**src/rtl/display_timing_gen_if.sv**
```systemverilog
// Timing-set load channel for display_timing_gen: one valid/ready offer
// carrying a full horizontal/vertical timing set, plus an error pulse back.
interface display_timing_gen_if #(
    parameter int CORDW = 12
);
    logic             cfg_valid;
    logic             cfg_ready;
    logic [CORDW-1:0] cfg_h_active;
    logic [CORDW-1:0] cfg_h_fp;
    logic [CORDW-1:0] cfg_h_sync;
    logic [CORDW-1:0] cfg_h_bp;
    logic [CORDW-1:0] cfg_v_active;
    logic [CORDW-1:0] cfg_v_fp;
    logic [CORDW-1:0] cfg_v_sync;
    logic [CORDW-1:0] cfg_v_bp;
    logic             cfg_hpol;
    logic             cfg_vpol;
    logic             cfg_err;

    modport master (
        output cfg_valid, cfg_h_active, cfg_h_fp, cfg_h_sync, cfg_h_bp,
               cfg_v_active, cfg_v_fp, cfg_v_sync, cfg_v_bp, cfg_hpol, cfg_vpol,
        input  cfg_ready, cfg_err
    );

    modport slave (
        input  cfg_valid, cfg_h_active, cfg_h_fp, cfg_h_sync, cfg_h_bp,
               cfg_v_active, cfg_v_fp, cfg_v_sync, cfg_v_bp, cfg_hpol, cfg_vpol,
        output cfg_ready, cfg_err
    );
endinterface

```
**src/rtl/display_timing_gen.sv**
```systemverilog
// Runtime-reconfigurable display timing generator; a loaded timing set is
// held pending and swapped in only at the end-of-frame wrap.
module display_timing_gen #(
    parameter int CORDW    = 12,
    parameter int H_ACTIVE = 640,
    parameter int H_FP     = 16,
    parameter int H_SYNC   = 96,
    parameter int H_BP     = 48,
    parameter int V_ACTIVE = 480,
    parameter int V_FP     = 10,
    parameter int V_SYNC   = 2,
    parameter int V_BP     = 33,
    parameter bit H_POL    = 1'b0,
    parameter bit V_POL    = 1'b0
) (
    input  logic                clk_pix,
    input  logic                rst,
    display_timing_gen_if.slave cfg,
    output logic [CORDW-1:0]    sx,
    output logic [CORDW-1:0]    sy,
    output logic                hsync,
    output logic                vsync,
    output logic                de,
    output logic                line,
    output logic                frame,
    output logic [15:0]         frame_cnt
);
    localparam int BW = CORDW + 2;
    localparam logic [BW-1:0] MAX_TOT = {2'b01, {CORDW{1'b0}}};

    typedef struct packed {
        logic [CORDW-1:0] ha;
        logic [CORDW-1:0] hf;
        logic [CORDW-1:0] hs;
        logic [CORDW-1:0] hb;
        logic [CORDW-1:0] va;
        logic [CORDW-1:0] vf;
        logic [CORDW-1:0] vs;
        logic [CORDW-1:0] vb;
        logic             hp;
        logic             vp;
    } timing_t;

    timing_t          r_act, r_pend;
    logic             r_pend_full;
    logic [CORDW-1:0] r_hc, r_vc;
    logic [CORDW-1:0] r_sx, r_sy;
    logic             r_hsync, r_vsync, r_de, r_line, r_frame, r_cfg_err;
    logic [15:0]      r_frame_cnt;

    timing_t          w_def, w_cfg;
    logic [BW-1:0]    w_hc, w_vc;
    logic [BW-1:0]    w_ha_end, w_hs_sta, w_hs_end, w_line;
    logic [BW-1:0]    w_va_end, w_vs_sta, w_vs_end, w_screen;
    logic [BW-1:0]    w_htot_cfg, w_vtot_cfg;
    logic             w_cfg_bad, w_ready, w_accept, w_wrap, w_hs_on, w_vs_on;

    always_comb begin
        w_def = '{ha: CORDW'(H_ACTIVE), hf: CORDW'(H_FP), hs: CORDW'(H_SYNC), hb: CORDW'(H_BP),
                  va: CORDW'(V_ACTIVE), vf: CORDW'(V_FP), vs: CORDW'(V_SYNC), vb: CORDW'(V_BP),
                  hp: H_POL, vp: V_POL};
        w_cfg = '{ha: cfg.cfg_h_active, hf: cfg.cfg_h_fp, hs: cfg.cfg_h_sync, hb: cfg.cfg_h_bp,
                  va: cfg.cfg_v_active, vf: cfg.cfg_v_fp, vs: cfg.cfg_v_sync, vb: cfg.cfg_v_bp,
                  hp: cfg.cfg_hpol, vp: cfg.cfg_vpol};
    end

    // Widened by two bits so the sums of four CORDW fields never overflow.
    always_comb begin
        w_hc     = {2'b00, r_hc};
        w_vc     = {2'b00, r_vc};
        w_ha_end = BW'(r_act.ha) - BW'(1);
        w_hs_sta = BW'(r_act.ha) + BW'(r_act.hf);
        w_hs_end = w_hs_sta + BW'(r_act.hs);
        w_line   = w_hs_end + BW'(r_act.hb) - BW'(1);
        w_va_end = BW'(r_act.va) - BW'(1);
        w_vs_sta = BW'(r_act.va) + BW'(r_act.vf);
        w_vs_end = w_vs_sta + BW'(r_act.vs);
        w_screen = w_vs_end + BW'(r_act.vb) - BW'(1);
        w_hs_on  = (w_hc >= w_hs_sta) && (w_hc < w_hs_end);
        w_vs_on  = (w_vc >= w_vs_sta) && (w_vc < w_vs_end);
        w_wrap   = (w_hc == w_line) && (w_vc == w_screen);
    end

    always_comb begin
        w_htot_cfg = BW'(w_cfg.ha) + BW'(w_cfg.hf) + BW'(w_cfg.hs) + BW'(w_cfg.hb);
        w_vtot_cfg = BW'(w_cfg.va) + BW'(w_cfg.vf) + BW'(w_cfg.vs) + BW'(w_cfg.vb);
        w_cfg_bad  = (w_cfg.ha == '0) || (w_cfg.hs == '0) || (w_cfg.va == '0) || (w_cfg.vs == '0)
                  || (w_htot_cfg > MAX_TOT) || (w_vtot_cfg > MAX_TOT);
        w_ready    = !r_pend_full && !rst;
        w_accept   = cfg.cfg_valid && w_ready;
    end

    always_ff @(posedge clk_pix) begin
        if (rst) begin
            r_act       <= w_def;
            r_pend      <= w_def;
            r_pend_full <= 1'b0;
            r_hc        <= '0;
            r_vc        <= '0;
            r_sx        <= '0;
            r_sy        <= '0;
            r_hsync     <= ~H_POL;
            r_vsync     <= ~V_POL;
            r_de        <= 1'b0;
            r_line      <= 1'b0;
            r_frame     <= 1'b0;
            r_cfg_err   <= 1'b0;
            r_frame_cnt <= '0;
        end else begin
            r_sx      <= r_hc;
            r_sy      <= r_vc;
            r_hsync   <= w_hs_on ? r_act.hp : ~r_act.hp;
            r_vsync   <= w_vs_on ? r_act.vp : ~r_act.vp;
            r_de      <= (w_hc <= w_ha_end) && (w_vc <= w_va_end);
            r_line    <= (r_hc == '0);
            r_frame   <= (r_hc == '0) && (r_vc == '0);
            r_cfg_err <= w_accept && w_cfg_bad;
            if ((r_hc == '0) && (r_vc == '0)) begin
                r_frame_cnt <= r_frame_cnt + 16'd1;
            end
            if (w_hc == w_line) begin
                r_hc <= '0;
                r_vc <= (w_vc == w_screen) ? '0 : r_vc + 1'b1;
            end else begin
                r_hc <= r_hc + 1'b1;
            end
            // Accept needs an empty pending slot, so it never collides with the swap.
            if (w_wrap && r_pend_full) begin
                r_act       <= r_pend;
                r_pend_full <= 1'b0;
            end
            if (w_accept && !w_cfg_bad) begin
                r_pend      <= w_cfg;
                r_pend_full <= 1'b1;
            end
        end
    end

    assign cfg.cfg_ready = w_ready;
    assign cfg.cfg_err   = r_cfg_err;
    assign sx            = r_sx;
    assign sy            = r_sy;
    assign hsync         = r_hsync;
    assign vsync         = r_vsync;
    assign de            = r_de;
    assign line          = r_line;
    assign frame         = r_frame;
    assign frame_cnt     = r_frame_cnt;
endmodule

```
**src/flat_wrapper.sv**
```systemverilog
// flat-port wrapper written by rule: the top's interface ports become plain ports
module display_timing_gen_flat 
#(
    parameter int CORDW    = 12,
    parameter int H_ACTIVE = 640,
    parameter int H_FP     = 16,
    parameter int H_SYNC   = 96,
    parameter int H_BP     = 48,
    parameter int V_ACTIVE = 480,
    parameter int V_FP     = 10,
    parameter int V_SYNC   = 2,
    parameter int V_BP     = 33,
    parameter bit H_POL    = 1'b0,
    parameter bit V_POL    = 1'b0
)
  (clk_pix, rst, sx, sy, hsync, vsync, de, line, frame, frame_cnt, cfg_cfg_valid, cfg_cfg_h_active, cfg_cfg_h_fp, cfg_cfg_h_sync, cfg_cfg_h_bp, cfg_cfg_v_active, cfg_cfg_v_fp, cfg_cfg_v_sync, cfg_cfg_v_bp, cfg_cfg_hpol, cfg_cfg_vpol, cfg_cfg_ready, cfg_cfg_err);
  display_timing_gen_if #(.CORDW(CORDW)) cfg_i ();
  input  logic clk_pix;
  input  logic rst;
  output logic [CORDW-1:0] sx;
  output logic [CORDW-1:0] sy;
  output logic hsync;
  output logic vsync;
  output logic de;
  output logic line;
  output logic frame;
  output logic [15:0] frame_cnt;
  input wire logic [$bits(cfg_i.cfg_valid)-1:0] cfg_cfg_valid;
  input wire logic [$bits(cfg_i.cfg_h_active)-1:0] cfg_cfg_h_active;
  input wire logic [$bits(cfg_i.cfg_h_fp)-1:0] cfg_cfg_h_fp;
  input wire logic [$bits(cfg_i.cfg_h_sync)-1:0] cfg_cfg_h_sync;
  input wire logic [$bits(cfg_i.cfg_h_bp)-1:0] cfg_cfg_h_bp;
  input wire logic [$bits(cfg_i.cfg_v_active)-1:0] cfg_cfg_v_active;
  input wire logic [$bits(cfg_i.cfg_v_fp)-1:0] cfg_cfg_v_fp;
  input wire logic [$bits(cfg_i.cfg_v_sync)-1:0] cfg_cfg_v_sync;
  input wire logic [$bits(cfg_i.cfg_v_bp)-1:0] cfg_cfg_v_bp;
  input wire logic [$bits(cfg_i.cfg_hpol)-1:0] cfg_cfg_hpol;
  input wire logic [$bits(cfg_i.cfg_vpol)-1:0] cfg_cfg_vpol;
  output wire logic [$bits(cfg_i.cfg_ready)-1:0] cfg_cfg_ready;
  output wire logic [$bits(cfg_i.cfg_err)-1:0] cfg_cfg_err;
  assign cfg_i.cfg_valid = cfg_cfg_valid;
  assign cfg_i.cfg_h_active = cfg_cfg_h_active;
  assign cfg_i.cfg_h_fp = cfg_cfg_h_fp;
  assign cfg_i.cfg_h_sync = cfg_cfg_h_sync;
  assign cfg_i.cfg_h_bp = cfg_cfg_h_bp;
  assign cfg_i.cfg_v_active = cfg_cfg_v_active;
  assign cfg_i.cfg_v_fp = cfg_cfg_v_fp;
  assign cfg_i.cfg_v_sync = cfg_cfg_v_sync;
  assign cfg_i.cfg_v_bp = cfg_cfg_v_bp;
  assign cfg_i.cfg_hpol = cfg_cfg_hpol;
  assign cfg_i.cfg_vpol = cfg_cfg_vpol;
  assign cfg_cfg_ready = cfg_i.cfg_ready;
  assign cfg_cfg_err = cfg_i.cfg_err;
  display_timing_gen #(.CORDW(CORDW), .H_ACTIVE(H_ACTIVE), .H_FP(H_FP), .H_SYNC(H_SYNC), .H_BP(H_BP), .V_ACTIVE(V_ACTIVE), .V_FP(V_FP), .V_SYNC(V_SYNC), .V_BP(V_BP), .H_POL(H_POL), .V_POL(V_POL)) u_core (.clk_pix(clk_pix), .rst(rst), .cfg(cfg_i), .sx(sx), .sy(sy), .hsync(hsync), .vsync(vsync), .de(de), .line(line), .frame(frame), .frame_cnt(frame_cnt));
endmodule
```
**config.mk**
```make
export PLATFORM = sky130hd
export DESIGN_NAME = display_timing_gen_flat
export DESIGN_NICKNAME = d
export VERILOG_FILES = /design/src/rtl/display_timing_gen_if.sv /design/src/rtl/display_timing_gen.sv /design/src/flat_wrapper.sv
export SDC_FILE = /design/constraint.sdc
export NUM_CORES = 1
export LEC_CHECK = 0
export BUFFER_PORTS_ARGS = -buffer_cell sky130_fd_sc_hd__clkbuf_2
export CAP_MARGIN = 20
export CORE_MARGIN = 3
export CORE_UTILIZATION = 35
export CTS_CLUSTER_DIAMETER = 150
export DETAILED_ROUTE_END_ITERATION = 10
export PLACE_DENSITY = 0.6
export REMOVE_ABC_BUFFERS = 1
export SYNTH_ARGS = -nofsm -noshare
export SYNTH_HDL_FRONTEND = slang
export SYNTH_SLANG_ARGS = --single-unit
```
**constraint.sdc**
```tcl
create_clock -name clk_pix -period 7.3 [get_ports clk_pix]
set_clock_uncertainty 0.2 [all_clocks]
set_input_delay 0.73 -clock clk_pix [delete_from_list [all_inputs] [get_ports clk_pix]]
set_output_delay 0.73 -clock clk_pix [all_outputs]
set_load 0.02 [all_outputs]
```
==> results.sh <==
export IMPL_cts_sinks=267
export IMPL_status="complete, no violations"
export IMPL_required_ns=7.52
export IMPL_final_common_cell="dfxtp_1"
export IMPL_grt_pass1_wl_um=87800
export IMPL_drive_gt1_share_pct=10.3
export IMPL_drt_first_pass_iters=5
export IMPL_r2r_start="u_core.r_act[86]"
export IMPL_netSwitchingFraction_pct=30.0
export IMPL_grt_ovfl_total=0
export IMPL_die_x_um=245
export IMPL_start_kind="flip-flop"
export IMPL_crit_arrival_ns=7.15
export IMPL_synth_distinct_cells=78
export IMPL_power_mw=4.22
export IMPL_synth_edf_count=0
export IMPL_finalCoreUtilization_pct=40.5
export IMPL_cp_end_kind="flip-flop"
export IMPL_ir_drop_v=0.000127
export IMPL_grt_max_degree=135
export IMPL_htreeDepth=2
export IMPL_gp_congestion=0.878
export IMPL_die_h_um=245
export IMPL_ios=148
export IMPL_detail_route_vias_per_cell=5.16
export IMPL_power_leakage_nw=10.2
export IMPL_final_cell_mix="dfxtp_1 (267), inv_1 (245), nand2b_1 (241)"
export IMPL_min_from="cfg_cfg_valid"
export IMPL_finalHoldViolCount=0
export IMPL_drt_wl_total_um=54800
export IMPL_n_fill_cell=5643
export IMPL_syn_cell_area_um2=20000
export IMPL_rows=86
export IMPL_ys_seq_area_share_pct=26.8
export IMPL_core_um2=55700
export IMPL_power_frac_clock_pct=41.6
export IMPL_finalCritPeriodShare_pct=95.0
export IMPL_dr_first_iter_drc_count=860
export IMPL_async_reset_ff_share_pct=0
export IMPL_seqPwrFrac_pct=36.3
export IMPL_clkTransAtPathRegs_ns=0.06
export IMPL_hold_worst_slack_ns=0.211
export IMPL_cts_buffer_depth=3
export IMPL_clockRootBuffer="clkbuf_16"
export IMPL_avgSynthCellArea_um2=8.66
export IMPL_slew_viol_final=0
export IMPL_cts_tree="done"
export IMPL_power_switching_mw=1.27
export IMPL_setup_tns_ns=0
export IMPL_p_int_mw=2.95
export IMPL_vias=16500
export IMPL_critPathKind="flip-flop to flip-flop"
export IMPL_dp_cells=3128
export IMPL_final_nets=2773
export IMPL_setup_violations_final=0
export IMPL_clkLatencyLatePin_ns=0.56
export IMPL_cts_buffers=34
export IMPL_grt_pass1_vias=16300
export IMPL_ant_nets=0
export IMPL_n_antenna_cell=0
export IMPL_wl_per_cell_um=17.2
export IMPL_die_area_um2=60000
export IMPL_cp_startpoint="u_core.r_act[86]"
export IMPL_synth_seq_cells=267
export IMPL_stdcell_count=3191
export IMPL_place_detailed_hpwl_um=42600
export IMPL_p_per_area_nw_per_um2=187
export IMPL_timing_final_ws_setup_ns=0.364
export IMPL_maxCapViolations=0
export IMPL_comb_power_share_pct=22.0
export IMPL_cp_max_fo=73
export IMPL_ctsHoldBuffers=0
export IMPL_fin_crit_ns=6.94
export IMPL_antenna_found_initial=0
export IMPL_synthCells=2305
export IMPL_synth_main_ff_cell="dfxtp_1"
export IMPL_start_util_pct=35.8
export IMPL_pre_cts_ws_ns=0.137
export IMPL_syn2layout_area_growth_pct=12.9
export IMPL_worstMarginPinSlew_ns=0.993
export IMPL_min_path_type="primary input to flip-flop"
export IMPL_grt_usage_pct=18.1
export IMPL_max_freq_mhz=144
export IMPL_drc=0
export IMPL_dpl_instance_area_um2=21300
export IMPL_relSlewSlack_pct=33.8
export IMPL_numPortBuffers=147
export IMPL_stdcell_area_um2=22600
export IMPL_yosys_warnings=0
## synth_stat cells, types with 4 or more instances
cell type,number,share of area (%)
a221o_1,6,0.30
or2_2,9,0.28
o21bai_1,13,0.49
a2111oi_0,12,0.53
nand2_1,56,1.1
buf_2,12,0.30
o21a_1,25,0.94
o22ai_1,4,0.13
a21boi_0,4,0.15
nand4_1,26,0.81
xor2_1,59,2.6
o31ai_1,29,1.1
or4_1,31,1.2
o21ai_0,64,1.6
a211o_1,5,0.22
buf_12,8,0.80
nor2b_1,45,1.4
and3_1,15,0.47
nand3_1,47,1.2
mux2i_1,179,9.0
o41ai_1,7,0.31
or3_1,15,0.47
o2111ai_1,7,0.31
o31a_1,5,0.22
o211ai_1,8,0.30
and2_1,9,0.28
a31oi_1,16,0.50
nor4_1,22,0.69
dfxtp_1,267,27
a211oi_1,15,0.56
a21o_1,27,1.0
a21oi_1,71,1.8
ha_1,219,14
nor3_1,58,1.5
fa_1,34,3.4
inv_1,245,4.6
nand2b_1,241,7.5
nand4b_1,5,0.22
nor2_1,170,3.2
xnor2_1,90,3.9
clkbuf_1,62,1.2
nor3b_1,6,0.23
## cell families (layout without fill, tap and decap cells)
logic type	after synthesis	after routing	synth area share, %
DFF	267	267	26.8
muxes	182	182	9.14
and+or+nand+nor	775	776	21.4
buffers and inverters	329	466	6.97
xor gates and xnor gates	149	149	6.53
adders and majority gates	254	254	17.2
AOI/OAI and AO/OA	349	349	12.0
## power groups by stage
stage | logic [mW] | registers (mW) | clock network (mW)
2_1_floorplan | 0.663 | 1.57 | 0
4_1_cts | 0.927 | 1.53 | 1.81
3_5_place_dp | 0.922 | 1.56 | 0
6_report | 0.929 | 1.53 | 1.76
5_1_grt | 1.04 | 1.54 | 1.87
3_3_place_gp | 0.898 | 1.56 | 0
## registers in the layout (all words and copies together), names as in the netlist
| register | flops |
|---|---|
| u_core.r_act | 98 |
| u_core.r_pend | 98 |
| u_core.frame_cnt | 16 |
| u_core.r_hc | 12 |
| u_core.r_vc | 12 |
| u_core.sx | 12 |
| u_core.sy | 12 |
| u_core.cfg.cfg_err | 1 |
| u_core.de | 1 |
| u_core.frame | 1 |
| u_core.hsync | 1 |
| u_core.line | 1 |
| u_core.r_pend_full | 1 |
| u_core.vsync | 1 |
## cell type report
class,instances,area (um^2),share of cell area [%]
multi-input cells,1710,13300,58.9
repair buffers,161,895,3.97
flip-flops and latches,267,5350,23.7
inverters,245,920,4.08
clock buffers,41,917,4.07
clock inverters,19,254,1.13
well taps,748,936,4.15
## routing by layer
layer	wire length, um	up-vias	track usage (%)
met2	25200	331	30.1
met5	0	-	0
li1	-	8234	-
met3	2290	85	2.75
met4	1430	0	5.33
met1	25800	7817	24.2
## timing repair
action	4_1_cts	5_1_grt
setup endpoints to repair	0	83
gates resized for setup	0	7
setup buffers	0	2
## path summary, 6_finish.rpt
check / cells after the start / slack [ns] / endpoint
worst max register to register: 26 / 0.36 / u_core.r_act[78]
worst min register to register: 2 / 0.28 / u_core.r_act[9]
worst max-delay path: 26 / 0.36 / u_core.r_act[78]
worst min-delay path: 3 / 0.21 / u_core.cfg.cfg_err
## critical path: stages (launching register included)
cell and delay, ns:
dfxtp_1 0.35, ha_1 0.17, inv_1 0.05, fa_1 0.41
nor2b_1 0.17, o31a_1 0.20, o41ai_2 0.10, o21ba_2 0.22
xnor2_1 0.21, ha_1 0.30, and2_1 0.20, a311oi_2 0.32
o21bai_1 0.11, a21oi_1 0.24, xor2_1 0.14, ha_1 0.29
inv_1 0.04, ha_1 0.41, o21a_1 0.17, nor3_1 0.06
or4_4 0.55, nor4_4 0.27, o2111ai_4 0.26, or2_4 0.41
or3_4 0.39, buf_16 0.25, mux2i_1 0.20
Note: power is estimated with default switching activity, not from simulation.
